[src/rtl/neuron_layer_seq_pkg.sv]
// neuron_layer_seq_pkg
//   Shared definitions for the sequential neuron layer: activation-mode
//   encodings, the controller state type and the Q-format constants.
//   No ports.
package neuron_layer_seq_pkg;

   typedef enum logic [1:0] {
      ACT_LINEAR = 2'd0,
      ACT_RELU   = 2'd1,
      ACT_HSIG   = 2'd2,
      ACT_STEP   = 2'd3
   } act_mode_t;

   typedef enum logic [2:0] {
      ST_IDLE,
      ST_BIAS,
      ST_MAC,
      ST_ACT,
      ST_OUT
   } state_t;

   localparam int FRAC_W_DEF = 8;

   // Fixed-point 1.0 and 0.5 for a given number of fractional bits.
   function automatic int unsigned q_one(input int unsigned frac_w);
      return 32'd1 << frac_w;
   endfunction

   function automatic int unsigned q_half(input int unsigned frac_w);
      return 32'd1 << (frac_w - 1);
   endfunction

   localparam int unsigned ONE  = q_one(FRAC_W_DEF);
   localparam int unsigned HALF = q_half(FRAC_W_DEF);

endpackage

[src/rtl/neuron_layer_seq_if.sv]
// neuron_layer_seq_if
//   Streaming interface of the neuron layer.
//   in_valid/in_ready/in_data/act_mode : input vector handshake (+ mode)
//   out_valid/out_ready/out_data       : result vector handshake
//   modport master : producer/consumer side (drives in_*, out_ready)
//   modport slave  : layer side (drives in_ready, out_valid, out_data)
interface neuron_layer_seq_if #(
   parameter int N_IN   = 3,
   parameter int N_OUT  = 2,
   parameter int DATA_W = 16
);
   import neuron_layer_seq_pkg::*;

   logic                      in_valid;
   logic                      in_ready;
   logic [N_IN*DATA_W-1:0]    in_data;
   act_mode_t                 act_mode;
   logic                      out_valid;
   logic                      out_ready;
   logic [N_OUT*DATA_W-1:0]   out_data;

   modport master (
      output in_valid, in_data, act_mode, out_ready,
      input  in_ready, out_valid, out_data
   );

   modport slave (
      input  in_valid, in_data, act_mode, out_ready,
      output in_ready, out_valid, out_data
   );

endinterface

[src/rtl/neuron_layer_seq_act.sv]
// neuron_act
//   Combinational activation stage: arithmetic right shift of the
//   accumulator by FRAC_W (floor), saturation to DATA_W, then the
//   selected activation.
//   acc  : accumulator value (ACC_W, signed, 2*FRAC_W fractional bits)
//   mode : activation select
//   y    : activated result (DATA_W, signed, FRAC_W fractional bits)
module neuron_act
   import neuron_layer_seq_pkg::*;
#(
   parameter int DATA_W = 16,
   parameter int FRAC_W = 8,
   parameter int ACC_W  = 2*DATA_W + 2
) (
   input  logic signed [ACC_W-1:0]  acc,
   input  act_mode_t                mode,
   output logic signed [DATA_W-1:0] y
);

   localparam logic signed [DATA_W-1:0] MAX_D = {1'b0, {(DATA_W-1){1'b1}}};
   localparam logic signed [DATA_W-1:0] MIN_D = {1'b1, {(DATA_W-1){1'b0}}};
   localparam logic signed [DATA_W:0]   ONE_W  = (DATA_W+1)'(q_one(FRAC_W));
   localparam logic signed [DATA_W:0]   HALF_W = (DATA_W+1)'(q_half(FRAC_W));

   logic signed [ACC_W-1:0]  s_wide;
   logic signed [DATA_W-1:0] s;
   logic signed [DATA_W:0]   hs;

   always_comb begin
      s_wide = acc >>> FRAC_W;
      if (s_wide > ACC_W'(MAX_D))
         s = MAX_D;
      else if (s_wide < ACC_W'(MIN_D))
         s = MIN_D;
      else
         s = s_wide[DATA_W-1:0];

      // one extra bit so s/4 + 0.5 cannot wrap before clamping
      hs = (DATA_W+1)'(s >>> 2) + HALF_W;

      y = '0;
      case (mode)
         ACT_LINEAR: y = s;
         ACT_RELU:   y = (s < 0) ? '0 : s;
         ACT_HSIG: begin
            if (hs < 0)
               y = '0;
            else if (hs > ONE_W)
               y = ONE_W[DATA_W-1:0];
            else
               y = hs[DATA_W-1:0];
         end
         ACT_STEP:   y = (s > 0) ? ONE_W[DATA_W-1:0] : '0;
         default:    y = s;
      endcase
   end

endmodule

[src/rtl/neuron_layer_seq.sv]
// neuron_layer_seq
//   Fully-connected neuron layer computed with one shared multiply-
//   accumulate unit, one neuron at a time (bias cycle, N_IN MAC cycles,
//   one activation cycle per neuron).
//   clk, rst         : clock, asynchronous active-high reset
//   w_wr_en/w_addr/w_data : weight/bias write port, entry
//                      neuron*(N_IN+1)+k, k=N_IN is the bias; IDLE only
//   bus (slave)      : input vector / result vector handshakes
module neuron_layer_seq
   import neuron_layer_seq_pkg::*;
#(
   parameter int N_IN   = 3,
   parameter int N_OUT  = 2,
   parameter int DATA_W = 16,
   parameter int FRAC_W = 8,
   localparam int N_W    = N_OUT*(N_IN+1),
   localparam int ADDR_W = (N_W > 1) ? $clog2(N_W) : 1
) (
   input  logic                     clk,
   input  logic                     rst,
   input  logic                     w_wr_en,
   input  logic [ADDR_W-1:0]        w_addr,
   input  logic signed [DATA_W-1:0] w_data,
   neuron_layer_seq_if.slave        bus
);

   localparam int ACC_W = 2*DATA_W + $clog2(N_IN+1);
   localparam int IW    = (N_IN  > 1) ? $clog2(N_IN)  : 1;
   localparam int JW    = (N_OUT > 1) ? $clog2(N_OUT) : 1;
   localparam logic [ADDR_W:0] N_W_L  = (ADDR_W+1)'(N_W);
   localparam logic [IW-1:0]   I_LAST = IW'(N_IN-1);
   localparam logic [JW-1:0]   J_LAST = JW'(N_OUT-1);

   state_t state, state_nx;

   logic signed [DATA_W-1:0]   wmem [N_W];
   logic signed [DATA_W-1:0]   xr   [N_IN];
   act_mode_t                  mode_r;
   logic signed [ACC_W-1:0]    acc;
   logic [IW-1:0]              i;
   logic [JW-1:0]              j;
   logic [ADDR_W-1:0]          base;
   logic [N_OUT*DATA_W-1:0]    out_r;

   logic [ADDR_W-1:0]          rd_addr;
   logic signed [DATA_W-1:0]   w_rd;
   logic signed [DATA_W-1:0]   x_sel;
   logic signed [2*DATA_W-1:0] prod;
   logic signed [DATA_W-1:0]   act_y;
   logic                       accept;
   logic                       wr_ok;

   assign accept = bus.in_valid && (state == ST_IDLE);
   assign wr_ok  = w_wr_en && (state == ST_IDLE) && ({1'b0, w_addr} < N_W_L);
   assign bus.out_data = out_r;

   always_ff @(posedge clk or posedge rst) begin
      if (rst)
         state <= ST_IDLE;
      else
         state <= state_nx;
   end

   always_comb begin
      state_nx     = state;
      bus.in_ready = 1'b0;
      bus.out_valid = 1'b0;
      case (state)
         ST_IDLE: begin
            bus.in_ready = 1'b1;
            if (bus.in_valid)
               state_nx = ST_BIAS;
         end
         ST_BIAS: state_nx = ST_MAC;
         ST_MAC:  if (i == I_LAST) state_nx = ST_ACT;
         ST_ACT:  state_nx = (j == J_LAST) ? ST_OUT : ST_BIAS;
         ST_OUT: begin
            bus.out_valid = 1'b1;
            if (bus.out_ready)
               state_nx = ST_IDLE;
         end
         default: state_nx = ST_IDLE;
      endcase
   end

   // Shared MAC read path: base tracks j*(N_IN+1) incrementally so no
   // runtime multiply is needed for the address.
   always_comb begin
      rd_addr = base + ((state == ST_BIAS) ? ADDR_W'(N_IN) : ADDR_W'(i));
      w_rd    = wmem[rd_addr];
      x_sel   = xr[i];
      prod    = (2*DATA_W)'(w_rd) * (2*DATA_W)'(x_sel);
   end

   neuron_act #(
      .DATA_W (DATA_W),
      .FRAC_W (FRAC_W),
      .ACC_W  (ACC_W)
   ) u_act (
      .acc  (acc),
      .mode (mode_r),
      .y    (act_y)
   );

   always_ff @(posedge clk or posedge rst) begin
      if (rst) begin
         for (int unsigned k = 0; k < N_W; k++)
            wmem[k] <= '0;
         for (int unsigned k = 0; k < N_IN; k++)
            xr[k] <= '0;
         mode_r <= ACT_LINEAR;
         acc    <= '0;
         i      <= '0;
         j      <= '0;
         base   <= '0;
         out_r  <= '0;
      end else begin
         if (wr_ok)
            wmem[w_addr] <= w_data;
         case (state)
            ST_IDLE: begin
               if (accept) begin
                  for (int unsigned k = 0; k < N_IN; k++)
                     xr[k] <= bus.in_data[k*DATA_W +: DATA_W];
                  mode_r <= bus.act_mode;
                  j      <= '0;
                  base   <= '0;
               end
            end
            ST_BIAS: begin
               acc <= ACC_W'(w_rd) <<< FRAC_W;
               i   <= '0;
            end
            ST_MAC: begin
               acc <= acc + ACC_W'(prod);
               i   <= (i == I_LAST) ? '0 : i + 1'b1;
            end
            ST_ACT: begin
               out_r[j*DATA_W +: DATA_W] <= act_y;
               j    <= (j == J_LAST) ? '0 : j + 1'b1;
               base <= base + ADDR_W'(N_IN+1);
            end
            default: ;
         endcase
      end
   end

endmodule

[src/flat_wrapper.sv]
// flat-port wrapper written by rule: the top's interface ports become plain ports
module neuron_layer_seq_flat import neuron_layer_seq_pkg::*;
#(
   parameter int N_IN   = 3,
   parameter int N_OUT  = 2,
   parameter int DATA_W = 16,
   parameter int FRAC_W = 8,
   localparam int N_W    = N_OUT*(N_IN+1),
   localparam int ADDR_W = (N_W > 1) ? $clog2(N_W) : 1
)
  (clk, rst, w_wr_en, w_addr, w_data, bus_in_valid, bus_in_data, bus_act_mode, bus_out_ready, bus_in_ready, bus_out_valid, bus_out_data);
  neuron_layer_seq_if #(.N_IN(N_IN), .N_OUT(N_OUT), .DATA_W(DATA_W)) bus_i ();
  input  logic clk;
  input  logic rst;
  input  logic w_wr_en;
  input  logic [ADDR_W-1:0] w_addr;
  input  logic signed [DATA_W-1:0] w_data;
  input wire logic [$bits(bus_i.in_valid)-1:0] bus_in_valid;
  input wire logic [$bits(bus_i.in_data)-1:0] bus_in_data;
  input wire logic [$bits(bus_i.act_mode)-1:0] bus_act_mode;
  input wire logic [$bits(bus_i.out_ready)-1:0] bus_out_ready;
  output wire logic [$bits(bus_i.in_ready)-1:0] bus_in_ready;
  output wire logic [$bits(bus_i.out_valid)-1:0] bus_out_valid;
  output wire logic [$bits(bus_i.out_data)-1:0] bus_out_data;
  assign bus_i.in_valid = bus_in_valid;
  assign bus_i.in_data = bus_in_data;
  assign bus_i.act_mode = bus_act_mode;
  assign bus_i.out_ready = bus_out_ready;
  assign bus_in_ready = bus_i.in_ready;
  assign bus_out_valid = bus_i.out_valid;
  assign bus_out_data = bus_i.out_data;
  neuron_layer_seq #(.N_IN(N_IN), .N_OUT(N_OUT), .DATA_W(DATA_W), .FRAC_W(FRAC_W)) u_core (.clk(clk), .rst(rst), .w_wr_en(w_wr_en), .w_addr(w_addr), .w_data(w_data), .bus(bus_i));
endmodule
[config.mk]
export PLATFORM = sky130hd
export DESIGN_NAME = neuron_layer_seq_flat
export DESIGN_NICKNAME = d
export VERILOG_FILES = /design/src/rtl/neuron_layer_seq_pkg.sv /design/src/rtl/neuron_layer_seq_if.sv /design/src/rtl/neuron_layer_seq_act.sv /design/src/rtl/neuron_layer_seq.sv /design/src/flat_wrapper.sv
export SDC_FILE = /design/constraint.sdc
export NUM_CORES = 1
export LEC_CHECK = 0
export CORE_MARGIN = 5
export CORE_UTILIZATION = 65
export CTS_BUF_LIST = sky130_fd_sc_hd__clkbuf_16
export DETAILED_ROUTE_END_ITERATION = 8
export PLACE_DENSITY = 0.85
export SLEW_MARGIN = 20
export SYNTH_ARGS = -nofsm -noshare
export SYNTH_HDL_FRONTEND = slang
export SYNTH_SLANG_ARGS = --single-unit
[constraint.sdc]
create_clock -name clk -period 14.6 [get_ports clk]
set_input_delay 1.46 -clock clk [delete_from_list [all_inputs] [get_ports clk]]
set_output_delay 1.46 -clock clk [all_outputs]
set_load 0.02 [all_outputs]
Yosys cells after proc, flatten, opt, wreduce, memory -nomap -nowiden
Index checks and enable logic that the tools add are counted.
{"block": "totals", "regBits": 253, "input_bits": 74, "out_inout_bits": 34}
{"block": "classes", "addsub": 7, "n_mul": 1, "n_lt_le_gt_ge": 10, "n_eq_ne": 12, "shifts": 2, "mux": 33, "bitwise": 3, "n_reduce_logical": 10}
{"cell": "16-bit 2-to-1 mux", "n": 10}
{"cell": "128-bit bitwise mux", "n": 1}
{"cell": "34-bit case mux with 2 select lines", "n": 1}
{"cell": "16-bit case mux with 4 select lines", "n": 1}
{"cell": "16-bit binary-select mux with 3-bit select", "n": 1}
{"cell": "16-bit demux with 3-bit select", "n": 1}
{"cell": "34-bit by 32-bit adder with 34-bit output", "n": 1}
{"cell": "5-bit negation with 34-bit output", "n": 1}
{"cell": "16-bit by 34-bit variable shift with 32-bit output, first input constant", "n": 1}
{"cell": "16-bit by 34-bit indexed part select with 32-bit output", "n": 1}
{"cell": "16-bit binary-select mux with 2-bit select", "n": 1}
{"cell": "32-bit bitwise mux", "n": 1}
{"cell": "16-bit by 16-bit multiplier with 32-bit output", "n": 1}
{"cell": "26-bit by 16-bit > comparator with 1-bit output, second input constant", "n": 1}
{"cell": "26-bit by 16-bit less-than comparator with 1-bit output, second input constant", "n": 1}
{"cell": "16-bit by 1-bit > comparator with 1-bit output, second input constant", "n": 1}
{"cell": "16-bit by 1-bit less-than comparator with 1-bit output, second input constant", "n": 1}
{"cell": "14-bit by 9-bit adder with 15-bit output, second input constant", "n": 1}
{"cell": "15-bit by 10-bit > comparator with 1-bit output, second input constant", "n": 1}
{"cell": "15-bit by 1-bit less-than comparator with 1-bit output, second input constant", "n": 1}
{"cell": "3-bit 2-to-1 mux", "n": 5}
{"cell": "3-bit case mux with 5 select lines", "n": 1}
{"cell": "9-bit 2-to-1 mux", "n": 1}
{"cell": "4-bit >= comparator, second input constant", "n": 2}
{"cell": "other kinds (26)", "n": 40}

Depth between registers and ports, before layout
{"block": "depth", "word_depth": 10, "mapped_depth": 31, "depth_no_buf": 29}

Modules after synthesis
A second synthesis with hierarchy kept.
{"block": "unflattened", "hier_cells": 2101, "hier_area_um2": 22701.8}
{"module": "neuron_layer_seq", "instances": 1, "cells_per_inst": 2010, "area_per_inst_um2": 22022.4, "seq_area_each_um2": 6281.0}
{"module": "neuron_act", "instances": 1, "cells_per_inst": 91, "area_per_inst_um2": 679.4, "seq_area_each_um2": 0.0}

Worst setup path after synthesis
OpenSTA, ideal clock, no wires.
{"block": "synth_path", "path_kind": "flip-flop to flip-flop", "from": "register u_core.state[0]", "to": "register u_core.acc[32]", "setup_time_ns": 0.126, "arrival_time_ns": 7.492, "setup_slack_ns": 6.982, "path_stages_with_launch": 30, "period_less_slack_ns": 7.618, "path_cell_list": "dfrtp_1 nor2b_4 nor2b_4 nor2_4 buf_6 mux4_2 nand2_1 and2_1 clkbuf_1 nor2_1 fa_1 fa_1 inv_1 fa_1 inv_1 fa_1 fa_1 inv_1 fa_1 inv_1 ha_1 a21o_1 a21o_1 a221o_1 a21o_1 nor3b_1 a311oi_4 o21ai_1 xor2_1 a221o_1"}
{"block": "synth_via", "elab_chain_cells": 10, "word_cells_on_any_way": 12, "cone_classes": "2 x add/sub; 1 x mul; 2 x eq/ne; 5 x mux; 1 x bitwise; 1 x reduce/logical"}
{"item": "start, declared", "line": "neuron_layer_seq.sv:34", "text": "state_t state, state_nx;"}
{"item": "start signal, assigned", "line": "neuron_layer_seq.sv:61", "text": "state <= state_nx;"}
{"item": "3-bit by 1-bit equality test with 1-bit output", "line": "neuron_layer_seq.sv:89, neuron_layer_seq.sv:120"}
{"item": "2-bit 2-to-1 mux", "line": "neuron_layer_seq.sv:89", "text": "rd_addr = base + ((state == ST_BIAS) ? ADDR_W'(N_IN) : ADDR_W'(i));"}
{"item": "3-bit adder", "line": "neuron_layer_seq.sv:89"}
{"item": "3-bit inverter with 4-bit output (not written as such)", "line": "neuron_layer_seq.sv:90", "text": "w_rd = wmem[rd_addr];"}
{"item": "16-bit binary-select mux with 3-bit select", "line": "neuron_layer_seq.sv:90"}
{"item": "16-bit 2-to-1 mux (not written as such) (2 in a row)", "line": "neuron_layer_seq.sv:90"}
{"item": "16-bit by 16-bit multiplier with 32-bit output", "line": "neuron_layer_seq.sv:92", "text": "prod = (2*DATA_W)'(w_rd) * (2*DATA_W)'(x_sel);"}
{"item": "34-bit by 32-bit adder with 34-bit output", "line": "neuron_layer_seq.sv:135", "text": "acc <= acc + ACC_W'(prod);"}
{"item": "34-bit case mux with 2 select lines", "line": "neuron_layer_seq.sv:120", "text": "case (state)"}
{"item": "end signal, assigned", "line": "neuron_layer_seq.sv:131", "text": "acc <= ACC_W'(w_rd) <<< FRAC_W;"}
{"item": "end signal, assigned", "line": "neuron_layer_seq.sv:135"}
{"item": "end, declared", "line": "neuron_layer_seq.sv:39", "text": "logic signed [ACC_W-1:0] acc;"}
Parallel ways exist; a longest one is shown, timed or not. The select of a mux whose other input is x is not followed.
A chain may end at the register's enable or synchronous reset.

Worst setup path in the final report
{"block": "layout_path", "from": "register u_core.state[0]", "to": "register u_core.acc[33]"}
The elaborated chain is that of the path after synthesis.

==> qor.csv <==
stage;metric;value;unit
clock_tree;numCtsBuffers;26;
logic_synthesis;syn-cell-area;22370;sq um
sta;setup_viol;0;
worst_hold_path;worstHoldStart;u_core.bus.out_data[30]$_DFFE_PP0P_;
clock_tree;clock_path_buffers;3;
final_layout;n_fill_cell;2360;
outcome;status;finished, final reports clean;
logic_synthesis;synth_cell_types;65;
clock_tree;clock_latency;0.54;ns
sta;period_share;61.40;%
sta;rsz0062_at_grt;false;
final_layout;final_cell_mix;369 x inv_1, 305 x fa_1, 249 x dfrtp_1, 238 x nand2_1, 180 x mux2_2;
global_routing;antenna_found_initial;2;
routing;wl_met2;28680;um
sta;setup_tns;0;ns
floorplan;dieArea;38220;sq um
worst_setup_path;worstSetupStartpoint;u_core.state[0]$_DFFE_PP0P_;
worst_setup_path;path_class;flop to flop;
sta;hold_viol;0;
sta;worst_pin_slew;1.112;ns
placed_design;place.detailed.hpwl;46740;um
worst_hold_path;min_path_type;flop to flop;
final_layout;final_common_cell;inv_1;
logic_synthesis;synth-main-ff-cell;dfrtp_1;
logic_synthesis;yosysSeqAreaShare;28.08;%
worst_setup_path;cp_data_arrival_time;9.38;ns
clock_tree;clock-root-buffer;clkbuf_16;
clock_tree;htree_levels;1;
sta;slew_headroom;25.63;%
routing;vias;16520;
floorplan;coreArea;34290;sq um
routing;drc;0;
floorplan;fp.dieW;195.5;um
final_layout;num-nets-final;2697;
global_routing;grt.total_usage;32.77;%
sta;fin_crit;8.965;ns
floorplan;die_h;195.5;um
floorplan;ioPinCount;108;
flow_run;cap_viol_max_count;0;
logic_synthesis;synthArstFlopShare;100.0;%
logic_synthesis;synth-seq-cells;251;
logic_synthesis;avgSynthCellArea;10.45;sq um
sta;finClkSkew;0.01460;ns
floorplan;start_util;65.23;%
routing;wl_met1;23990;um
routing;vias_per_cell;6.140;
worst_setup_path;crit_required;15.01;ns
routing;final_antenna_net_count;0;
final_layout;drive_gt1_share;12.53;%
placed_design;gp_congestion;0.9909;
placed_design;io_buffers;107;
routing;firstDrtPassIters;6;
worst_setup_path;r2r_start;u_core.state[0]$_DFFE_PP0P_;
global_routing;grt_pass1_vias;18070;
logic_synthesis;synth_warnings;0;
routing;wl;60410;um
clock_tree;cts_resized;0;
worst_setup_path;end_kind;flop;
clock_tree;cts_tree;built;
logic_synthesis;synthesis.instances;2141;
floorplan;rows;68;
final_layout;diodes;0;
routing;wl_per_cell;22.46;um
clock_tree;cts.clk_slew.worst_paths;0.06;ns
global_routing;overflow;0;
worst_setup_path;cp_max_fo;21;
clock_tree;cts_sinks;251;
sta;clock.fmax;111.5;MHz
logic_synthesis;synth-edff-count;0;
logic_synthesis;synthesis.nets;2623;
routing;met3_wirelength;5116;um
clock_tree;hold_buffers;0;
clock_tree;cts_setup_buffers;0;
sta;finalMaxSlewViolations;0;
global_routing;grt_max_degree;106;
routing;drt_iter0_markers;1468;
worst_setup_path;startpoint_type;flop;
routing;highest_layer;met5;
global_routing;grt_pass1_wl;99630;um
final_layout;syn2layout_area_growth;10.43;%
## path summary, 6_finish.rpt
| kind | slack (ns) | depth (start not counted) | endpoint |
|---|---|---|---|
| setup / recovery | 5.64 | 25 | u_core.acc[33]$_DFFE_PP0P_ |
| max in group asynchronous | 11.04 | 4 | u_core.base[2]$_DFFE_PP0P_ |
| setup reg to reg | 5.64 | 25 | u_core.acc[33]$_DFFE_PP0P_ |
| hold reg to reg | 0.49 | 2 | u_core.bus.out_data[30]$_DFFE_PP0P_ |
| min in group asynchronous | 1.44 | 2 | u_core.xr[6]$_DFFE_PP0P_ |
| hold / removal | 0.49 | 2 | u_core.bus.out_data[30]$_DFFE_PP0P_ |
## area by class of cell
class	instances	area, sq um	share of cell area [%]
multi-input cells	1437	14380	58.21
flip-flops and latches	251	6284	25.44
inverters	366	1381	5.593
repair buffers	133	1270	5.142
clock buffers	27	675.6	2.736
well taps	455	569.3	2.305
clock inverters	21	142.6	0.5775
## layer usage
metal  up-vias  GRT usage (%)
met5         -              0
met4         4          11.82
met3       218          6.608
met2       851          52.31
met1      8423          45.33
li1       7020              -
## synth_stat cells (all sizes together), types with 17 or more instances
master,instances,area (sq um)
xnor2,26,227.7
a21o,17,127.6
mux2,180,2027
a21oi,68,344.1
nand2,238,893.4
a221oi,18,157.7
buf,21,110.1
mux2i,38,380.4
ha,103,1289
dfrtp,251,6281
fa,305,6106
clkbuf,66,247.7
inv,366,1374
nor2,159,611.8
and2,28,175.2
o21ai,93,465.5
## stage by stage
stage | setup slack, ns | hold WS, ns | util [%] | cells | cell area, sq um
5_1_grt | 5.266 | 0.5113 | 72.03 | 2690 | 24700
3_3_place_gp | 5.695 | 0.4670 | 69.60 | 2642 | 23870
3_5_place_dp | 5.822 | 0.4745 | 69.61 | 2642 | 23870
4_1_cts | 5.782 | 0.4879 | 72.00 | 2690 | 24690
2_1_floorplan | 6.240 | 0.4563 | - | 2141 | 22370
6_report | 5.635 | 0.4858 | 72.03 | 2690 | 24700
## sequential cells by signal, summed over array words and instances (netlist names)
name / count
u_core.j: 1
u_core.i: 2
u_core.bus.out_data: 32
u_core.acc: 34
u_core.xr: 48
u_core.mode_r: 2
u_core.base: 1
u_core.wmem: 128
u_core.state: 3
## worst max-delay path, cell delays in order (launching register included)
cell,delay [ns]
dfrtp_1,0.47
nor2b_4,0.27
nor2b_4,0.52
or2_1,0.62
mux4_2,0.73
nor2_1,0.23
inv_1,0.08
fa_1,0.56
inv_1,0.06
fa_1,0.76
fa_1,0.52
fa_1,0.50
fa_1,0.54
inv_1,0.06
fa_1,0.54
inv_1,0.06
ha_1,0.35
o21ai_0,0.15
o21ai_0,0.40
a22oi_1,0.16
nand4_1,0.22
nand2_1,0.13
a221o_1,0.36
o21ai_1,0.17
xnor2_1,0.09
a221o_1,0.28
## cell families (layout without fill, tap and decap cells)
kind of cell	count (synthesis)	count (layout)	share of synthesized area, %
AND/OR/NAND/NOR	491	491	9.533
buffers and inverters	453	547	7.743
adder cells (fa/ha/maj)	408	408	33.06
AO/OA/AOI/OAI	265	265	7.592
flip-flops	251	251	28.08
multiplexers	234	234	12.46
XOR/XNOR	39	39	1.527
Power is not shown: default switching activity piles up to over one toggle a cycle in this logic, so the estimate is an artifact.
